### src/rtl/risc16_pkg.sv
// ============================================================================
// Module      : risc16_pkg
// Description : Shared opcodes, instruction field positions and immediate
//               helpers for the RiSC-16 core.
// Revision    : 1.0 - initial release
// ============================================================================
`default_nettype none

package risc16_pkg;

   localparam logic [2:0] OP_ADD  = 3'b000;
   localparam logic [2:0] OP_ADDI = 3'b001;
   localparam logic [2:0] OP_NAND = 3'b010;
   localparam logic [2:0] OP_LUI  = 3'b011;
   localparam logic [2:0] OP_SW   = 3'b100;
   localparam logic [2:0] OP_LW   = 3'b101;
   localparam logic [2:0] OP_BEQ  = 3'b110;
   localparam logic [2:0] OP_JALR = 3'b111;

   localparam int c_OP_MSB   = 15;
   localparam int c_OP_LSB   = 13;
   localparam int c_RA_MSB   = 12;
   localparam int c_RA_LSB   = 10;
   localparam int c_RB_MSB   = 9;
   localparam int c_RB_LSB   = 7;
   localparam int c_RC_MSB   = 2;
   localparam int c_RC_LSB   = 0;
   localparam int c_SIMM_MSB = 6;
   localparam int c_IMM_MSB  = 9;

   function automatic logic [15:0] sext7(input logic [6:0] i_val);
      return {{9{i_val[6]}}, i_val};
   endfunction

endpackage

`default_nettype wire

### src/rtl/risc16_regfile.sv
// ============================================================================
// Module      : risc16_regfile
// Description : 8x16 register file, two combinational read ports, one
//               synchronous write port, r0 fixed at zero, async active-low clear.
// Revision    : 1.0 - initial release
// ============================================================================
`default_nettype none

module risc16_regfile #(
   parameter int p_WORD_LEN = 16
) (
   input  logic                  i_clk,
   input  logic                  i_rst,
   input  logic [2:0]            i_rd_a_addr,
   output logic [p_WORD_LEN-1:0] o_rd_a_data,
   input  logic [2:0]            i_rd_b_addr,
   output logic [p_WORD_LEN-1:0] o_rd_b_data,
   input  logic                  i_wr_en,
   input  logic [2:0]            i_wr_addr,
   input  logic [p_WORD_LEN-1:0] i_wr_data
);

   logic [p_WORD_LEN-1:0] w_regs [8];

   assign w_regs[0] = '0;

   generate
      for (genvar gi = 1; gi < 8; gi++) begin : g_regs
         logic [p_WORD_LEN-1:0] r_q;
         always_ff @(posedge i_clk or negedge i_rst) begin
            if (!i_rst) begin
               r_q <= '0;
            end else if (i_wr_en && (i_wr_addr == 3'(gi))) begin
               r_q <= i_wr_data;
            end
         end
         assign w_regs[gi] = r_q;
      end
   endgenerate

   assign o_rd_a_data = w_regs[i_rd_a_addr];
   assign o_rd_b_data = w_regs[i_rd_b_addr];

endmodule

`default_nettype wire

### src/rtl/risc16_core.sv
// ============================================================================
// Module      : risc16_core
// Description : Single-cycle RiSC-16 core. Optional HALT encoding enabled by
//               defining RISC16_HALT_EN (adds o_halt).
// Revision    : 1.0 - initial release
// ============================================================================
`default_nettype none

module risc16_core
   import risc16_pkg::*;
#(
   parameter int                  p_WORD_LEN = 16,
   parameter logic [p_WORD_LEN-1:0] p_RESET_PC = 16'h0000
) (
   input  logic                  i_clk,
   input  logic                  i_rst,
   input  logic [p_WORD_LEN-1:0] i_inst,
   output logic [p_WORD_LEN-1:0] o_pc,
   input  logic [p_WORD_LEN-1:0] i_mem_rd_data,
   output logic [p_WORD_LEN-1:0] o_mem_wr_data,
   output logic [p_WORD_LEN-1:0] o_mem_addr,
   output logic                  o_mem_wr_en
`ifdef RISC16_HALT_EN
   ,
   output logic                  o_halt
`endif
);

   localparam logic [p_WORD_LEN-1:0] c_ONE = {{(p_WORD_LEN-1){1'b0}}, 1'b1};

   logic [p_WORD_LEN-1:0] r_pc;
   logic [2:0]            w_op;
   logic [2:0]            w_ra;
   logic [2:0]            w_rb;
   logic [2:0]            w_rc;
   logic [p_WORD_LEN-1:0] w_simm;
   logic [p_WORD_LEN-1:0] w_lui;
   logic [p_WORD_LEN-1:0] w_pc_inc;
   logic [2:0]            w_rd_a_addr;
   logic [p_WORD_LEN-1:0] w_rd_a_data;
   logic [p_WORD_LEN-1:0] w_rb_data;
   logic [p_WORD_LEN-1:0] w_next_pc;
   logic                  w_rf_wr_en;
   logic [p_WORD_LEN-1:0] w_rf_wr_data;
   logic                  w_stall;

   assign w_op     = i_inst[c_OP_MSB:c_OP_LSB];
   assign w_ra     = i_inst[c_RA_MSB:c_RA_LSB];
   assign w_rb     = i_inst[c_RB_MSB:c_RB_LSB];
   assign w_rc     = i_inst[c_RC_MSB:c_RC_LSB];
   assign w_simm   = sext7(i_inst[c_SIMM_MSB:0]);
   assign w_lui    = {i_inst[c_IMM_MSB:0], 6'b0};
   assign w_pc_inc = r_pc + c_ONE;

   // Port A carries rC for the two register-register ops, rA otherwise.
   assign w_rd_a_addr = ((w_op == OP_ADD) || (w_op == OP_NAND)) ? w_rc : w_ra;

   risc16_regfile #(
      .p_WORD_LEN (p_WORD_LEN)
   ) u_regfile (
      .i_clk       (i_clk),
      .i_rst       (i_rst),
      .i_rd_a_addr (w_rd_a_addr),
      .o_rd_a_data (w_rd_a_data),
      .i_rd_b_addr (w_rb),
      .o_rd_b_data (w_rb_data),
      .i_wr_en     (w_rf_wr_en),
      .i_wr_addr   (w_ra),
      .i_wr_data   (w_rf_wr_data)
   );

`ifdef RISC16_HALT_EN
   logic r_halt;
   logic w_halt_inst;

   assign w_halt_inst = (w_op == OP_JALR) && (w_ra == 3'd0) && (w_rb == 3'd0) &&
                        (i_inst[c_SIMM_MSB:0] != 7'd0);
   assign w_stall     = r_halt | w_halt_inst;
   assign o_halt      = r_halt;

   always_ff @(posedge i_clk or negedge i_rst) begin
      if (!i_rst) begin
         r_halt <= 1'b0;
      end else if (w_halt_inst) begin
         r_halt <= 1'b1;
      end
   end
`else
   assign w_stall = 1'b0;
`endif

   always_comb begin
      w_rf_wr_en   = 1'b0;
      w_rf_wr_data = '0;
      w_next_pc    = w_pc_inc;
      case (w_op)
         OP_ADD:  begin w_rf_wr_en = 1'b1; w_rf_wr_data = w_rb_data + w_rd_a_data; end
         OP_ADDI: begin w_rf_wr_en = 1'b1; w_rf_wr_data = w_rb_data + w_simm; end
         OP_NAND: begin w_rf_wr_en = 1'b1; w_rf_wr_data = ~(w_rb_data & w_rd_a_data); end
         OP_LUI:  begin w_rf_wr_en = 1'b1; w_rf_wr_data = w_lui; end
         OP_LW:   begin w_rf_wr_en = 1'b1; w_rf_wr_data = i_mem_rd_data; end
         OP_BEQ:  begin
            if (w_rd_a_data == w_rb_data) begin
               w_next_pc = w_pc_inc + w_simm;
            end
         end
         OP_JALR: begin
            w_rf_wr_en   = 1'b1;
            w_rf_wr_data = w_pc_inc;
            w_next_pc    = w_rb_data;
         end
         default: ;
      endcase
      if (w_stall) begin
         w_rf_wr_en = 1'b0;
         w_next_pc  = r_pc;
      end
   end

   always_ff @(posedge i_clk or negedge i_rst) begin
      if (!i_rst) begin
         r_pc <= p_RESET_PC;
      end else begin
         r_pc <= w_next_pc;
      end
   end

   assign o_pc          = r_pc;
   assign o_mem_addr    = w_rb_data + w_simm;
   assign o_mem_wr_data = w_rd_a_data;
   // Gated by reset directly so an in-flight store is dropped the moment reset asserts.
   assign o_mem_wr_en   = (w_op == OP_SW) && i_rst && !w_stall;

endmodule

`default_nettype wire

### config.mk
export PLATFORM = sky130hd
export DESIGN_NAME = risc16_core
export DESIGN_NICKNAME = d
export VERILOG_FILES = /design/src/rtl/risc16_pkg.sv /design/src/rtl/risc16_regfile.sv /design/src/rtl/risc16_core.sv
export SDC_FILE = /design/constraint.sdc
export NUM_CORES = 1
export LEC_CHECK = 0
export CORE_UTILIZATION = 55
export DETAILED_ROUTE_END_ITERATION = 10
export PLACE_DENSITY = 0.79
export SYNTH_ARGS = -nofsm -noshare
export SYNTH_HDL_FRONTEND = slang
export SYNTH_HIERARCHICAL = 1
export SYNTH_SLANG_ARGS = --single-unit
export TNS_END_PERCENT = 50
### constraint.sdc
create_clock -name i_clk -period 5.7 [get_ports i_clk]
set_clock_uncertainty 0.05 [all_clocks]
set_input_delay 1.14 -clock i_clk [delete_from_list [all_inputs] [get_ports i_clk]]
set_output_delay 1.14 -clock i_clk [all_outputs]
set_load 0.02 [all_outputs]
==> run summary <==
WP data arrival: 4.44 ns
TritonCTS clock tree: built
worst hold slack: 0.478 ns
Initial DRC Count: 926
routed length on met1: 13100 um
Syn Inst Count: 986
unrepaired setup endpoints after global routing: yes
routed vias: 9364
Post-DRT Antenna Nets: 0
CP required: 4.51 ns
CP Launch Type: primary input
DRC: 0
Final Max Tran Viols: 0
met2 wire length: 15600 um
overall die area: 0.0190 mm2
Post-synth ARST share: 100%
slew margin rel.: 23.2%
Max Clk Rate: 178 MHz
Initial Utilization: 56.2%
Hold Path Sink: u_regfile/g_regs[3].r_q[0]$_DFFE_PN0P_
syn_area_per_cell: 10.3 um2
Top Layer Used: met4
vias in the first global route: 9284
nets: 1273
worst slew pin tran: 1.14 ns
gr ovfl total: 0
Worst Path Max Fanout: 9
layout cells sized above 1: 31.4%
Crit Path Class: primary input to output pin
Port Buf Inserts: 82
peak supply drop: 0.336 mV
total track usage: 36.2%
Top FF cell, synth: dfrtp_1
Post-CTS Setup Inserts: 0
initial antenna violation count: 0
Clock Latency Late Sink: 0.42 ns
outcome: finished, final reports clean
worst hold path class: flop to flop
Setup Viol. Count Final: 0
Clock transition at path regs: 0.06 ns
Finished Core Util: 70.9%
WL/cell: 23.2 um
CP Capture Type: output pin
R2R cell count: 14
FF+latch count, synth: 128
Final period util: 98.8%
Power Density: 481 mW/mm2
ANT cells: 0
register area share after synthesis: 31.6%
maxcap violations: 0
Die W: 138 um
# IOs: 83
Hold-fix buffers, CTS: 0
final WL: 33100 um
r2r startpoint: u_regfile/g_regs[1].r_q[1]$_DFFE_PN0P_
leakage: 5.77 nW
Die Y: 138 um
Register-to-Register Setup Slack: 1.70 ns
origin of the worst min-delay path: u_regfile/g_regs[3].r_q[0]$_DFFE_PN0P_
filler cell count: 1264
H-tree depth: 4
R2R Path End: u_regfile/g_regs[2].r_q[14]$_DFFE_PN0P_
Mapped Area: 0.0101 mm2
overall power: 6.14 mW
routability congestion estimate: 0.976
area grow syn2layout: 26.1%
TritonCTS Sinks: 128
clock buffer depth: 2
Detailed Place HPWL: 24300 um
first-pass GRT wire length: 51000 um
syn nets: 1073
Hold Vio Cnt, Final: 0
Core ar.: 0.0180 mm2
TritonCTS buffer count: 17
TritonRoute pass-1 iters: 5
post-synth cell types: 75
site row count: 49
met3 wire len: 3100 um
number of synthesized flops with an enable pin: 0
min Tclk post-route: 5.63 ns
largest net degree at the start of global routing: 57
Worst Hold Depth: 1
clock root buffer: clkbuf_16
number of warnings issued by yosys: 6
vias per inst: 6.56
[timing repair]
action / CTS / global route
hold endpoints to repair: 0 / 0
gates resized for setup: 12 / 20
setup endpoints to repair: 10 / 17
[per-layer routing]
layer / vias up / GRT usage (%)
met2: 511 / 59.0
met4: 0 / 18.2
met3: 97 / 7.98
li1: 4203 / -
met1: 4553 / 45.0
met5: - / 0
[final cells by class]
class,instances,area (um2),share of cell area (%)
clock buffers,18,439,3.44
inverters,20,75.1,0.587
clock inverters,14,181,1.42
flip-flops and latches,128,3200,25.1
well taps,229,287,2.24
multi-input cells,769,6490,50.8
repair buffers,250,2100,16.4
[power breakdown]
group / internal (mW) / switching, mW
Sequential: 1.27 / 0.326
Clock: 0.707 / 0.450
Combinational: 1.67 / 1.72
Total: 3.65 / 2.50
[state kept, by name, summed over array words and instances, names as in the netlist]
signal / count
o_pc: 16
u_regfile/g_regs.r_q: 112
[stage by stage]
stage / setup TNS [ns] / worst slack [ns] / std cells / cell area [um2]
final: 0 / 0.0667 / 1428 / 12800
after global routing: -0.168 / -0.102 / 1428 / 12800
after CTS: -1.11 / -0.264 / 1428 / 12800
after detailed placement: -3.58 / -0.376 / 1396 / 12100
after global placement: -1.77 / -0.229 / 1396 / 12100
after floorplan: 0 / 0.176 / 986 / 10100
[layout by cell type (no fill, tap or decap), types with 14 or more instances in the layout]
cell type / n
a211oi_1: 19
a21o_1: 19
a21oi_1: 41
a221oi_1: 43
a22oi_1: 23
a311oi_1: 17
buf_4: 166
clkbuf_16: 17
clkdlybuf4s50_1: 69
dfrtp_1: 128
ha_1: 50
inv_1: 20
mux2_2: 116
mux2_4: 20
mux2i_1: 54
nand2_1: 39
nand3_1: 14
nor2_1: 50
nor2b_1: 21
o21ai_0: 43
xnor2_1: 35
[Yosys cell counts (all sizes together) (4+ instances only)]
cell	number	area share [%]
nand3	14	0.69
a21oi	42	2.1
o21ai	46	2.3
nor3	12	0.70
inv	20	0.74
a22oi	23	1.7
mux2i	54	5.3
a221o	7	0.69
a21o	20	1.5
mux2	145	17
clkbuf	29	1.4
xor2	12	1.0
nor2	50	1.9
dfrtp	128	32
a311oi	17	1.5
nand4	7	0.49
o22ai	7	0.43
buf	40	3.0
a211oi	19	1.4
o21bai	4	0.30
xnor2	35	3.0
a221oi	52	4.5
and2	5	0.31
nor2b	25	1.6
nor4	5	0.31
o21a	9	0.67
o211ai	4	0.30
o2bb2ai	4	0.35
ha	50	6.2
nand2b	4	0.25
nand2	40	1.5
and3	5	0.36
a31oi	8	0.64
or2	5	0.31
[critical path, stage by stage]
cell	delay [ns]
clkdlybuf4s50_1	0.51
buf_4	0.22
and2_2	0.23
buf_4	0.19
a221oi_1	0.41
ha_1	0.35
o21a_1	0.13
o31ai_2	0.09
a21oi_2	0.12
a311o_2	0.46
a31oi_4	0.20
xnor2_1	0.17
clkbuf_2	0.21
[worst max path at each step]
stage                           from                                       to  slack [ns]  depth (start not counted)
after floorplan           i_inst[15]  u_regfile/g_regs[2].r_q[13]$_DFFE_PN0P_        0.18                         18
after global placement     i_inst[7]                           o_mem_addr[15]       -0.23                         13
after detailed placement   i_inst[7]                           o_mem_addr[14]       -0.38                         14
after CTS                  i_inst[7]                           o_mem_addr[15]       -0.26                         14
after global routing       i_inst[7]                           o_mem_addr[15]       -0.10                         14
final                      i_inst[7]                           o_mem_addr[14]        0.07                         13
[cells by family (layout without fill, tap and decap cells)]
kind of cell / count (synthesis) / count (layout) / share of synthesized area [%]
AO/OA/AOI/OAI: 283 / 283 / 20.2
buffers and inverters: 89 / 302 / 5.09
multiplexers: 199 / 199 / 22.2
flip-flops: 128 / 128 / 31.6
XOR/XNOR: 47 / 47 / 4.06
AND/OR/NAND/NOR: 187 / 187 / 10.1
adder cells (fa/ha/maj): 53 / 53 / 6.76
No activity file was read; power rests on OpenSTA's default activity.
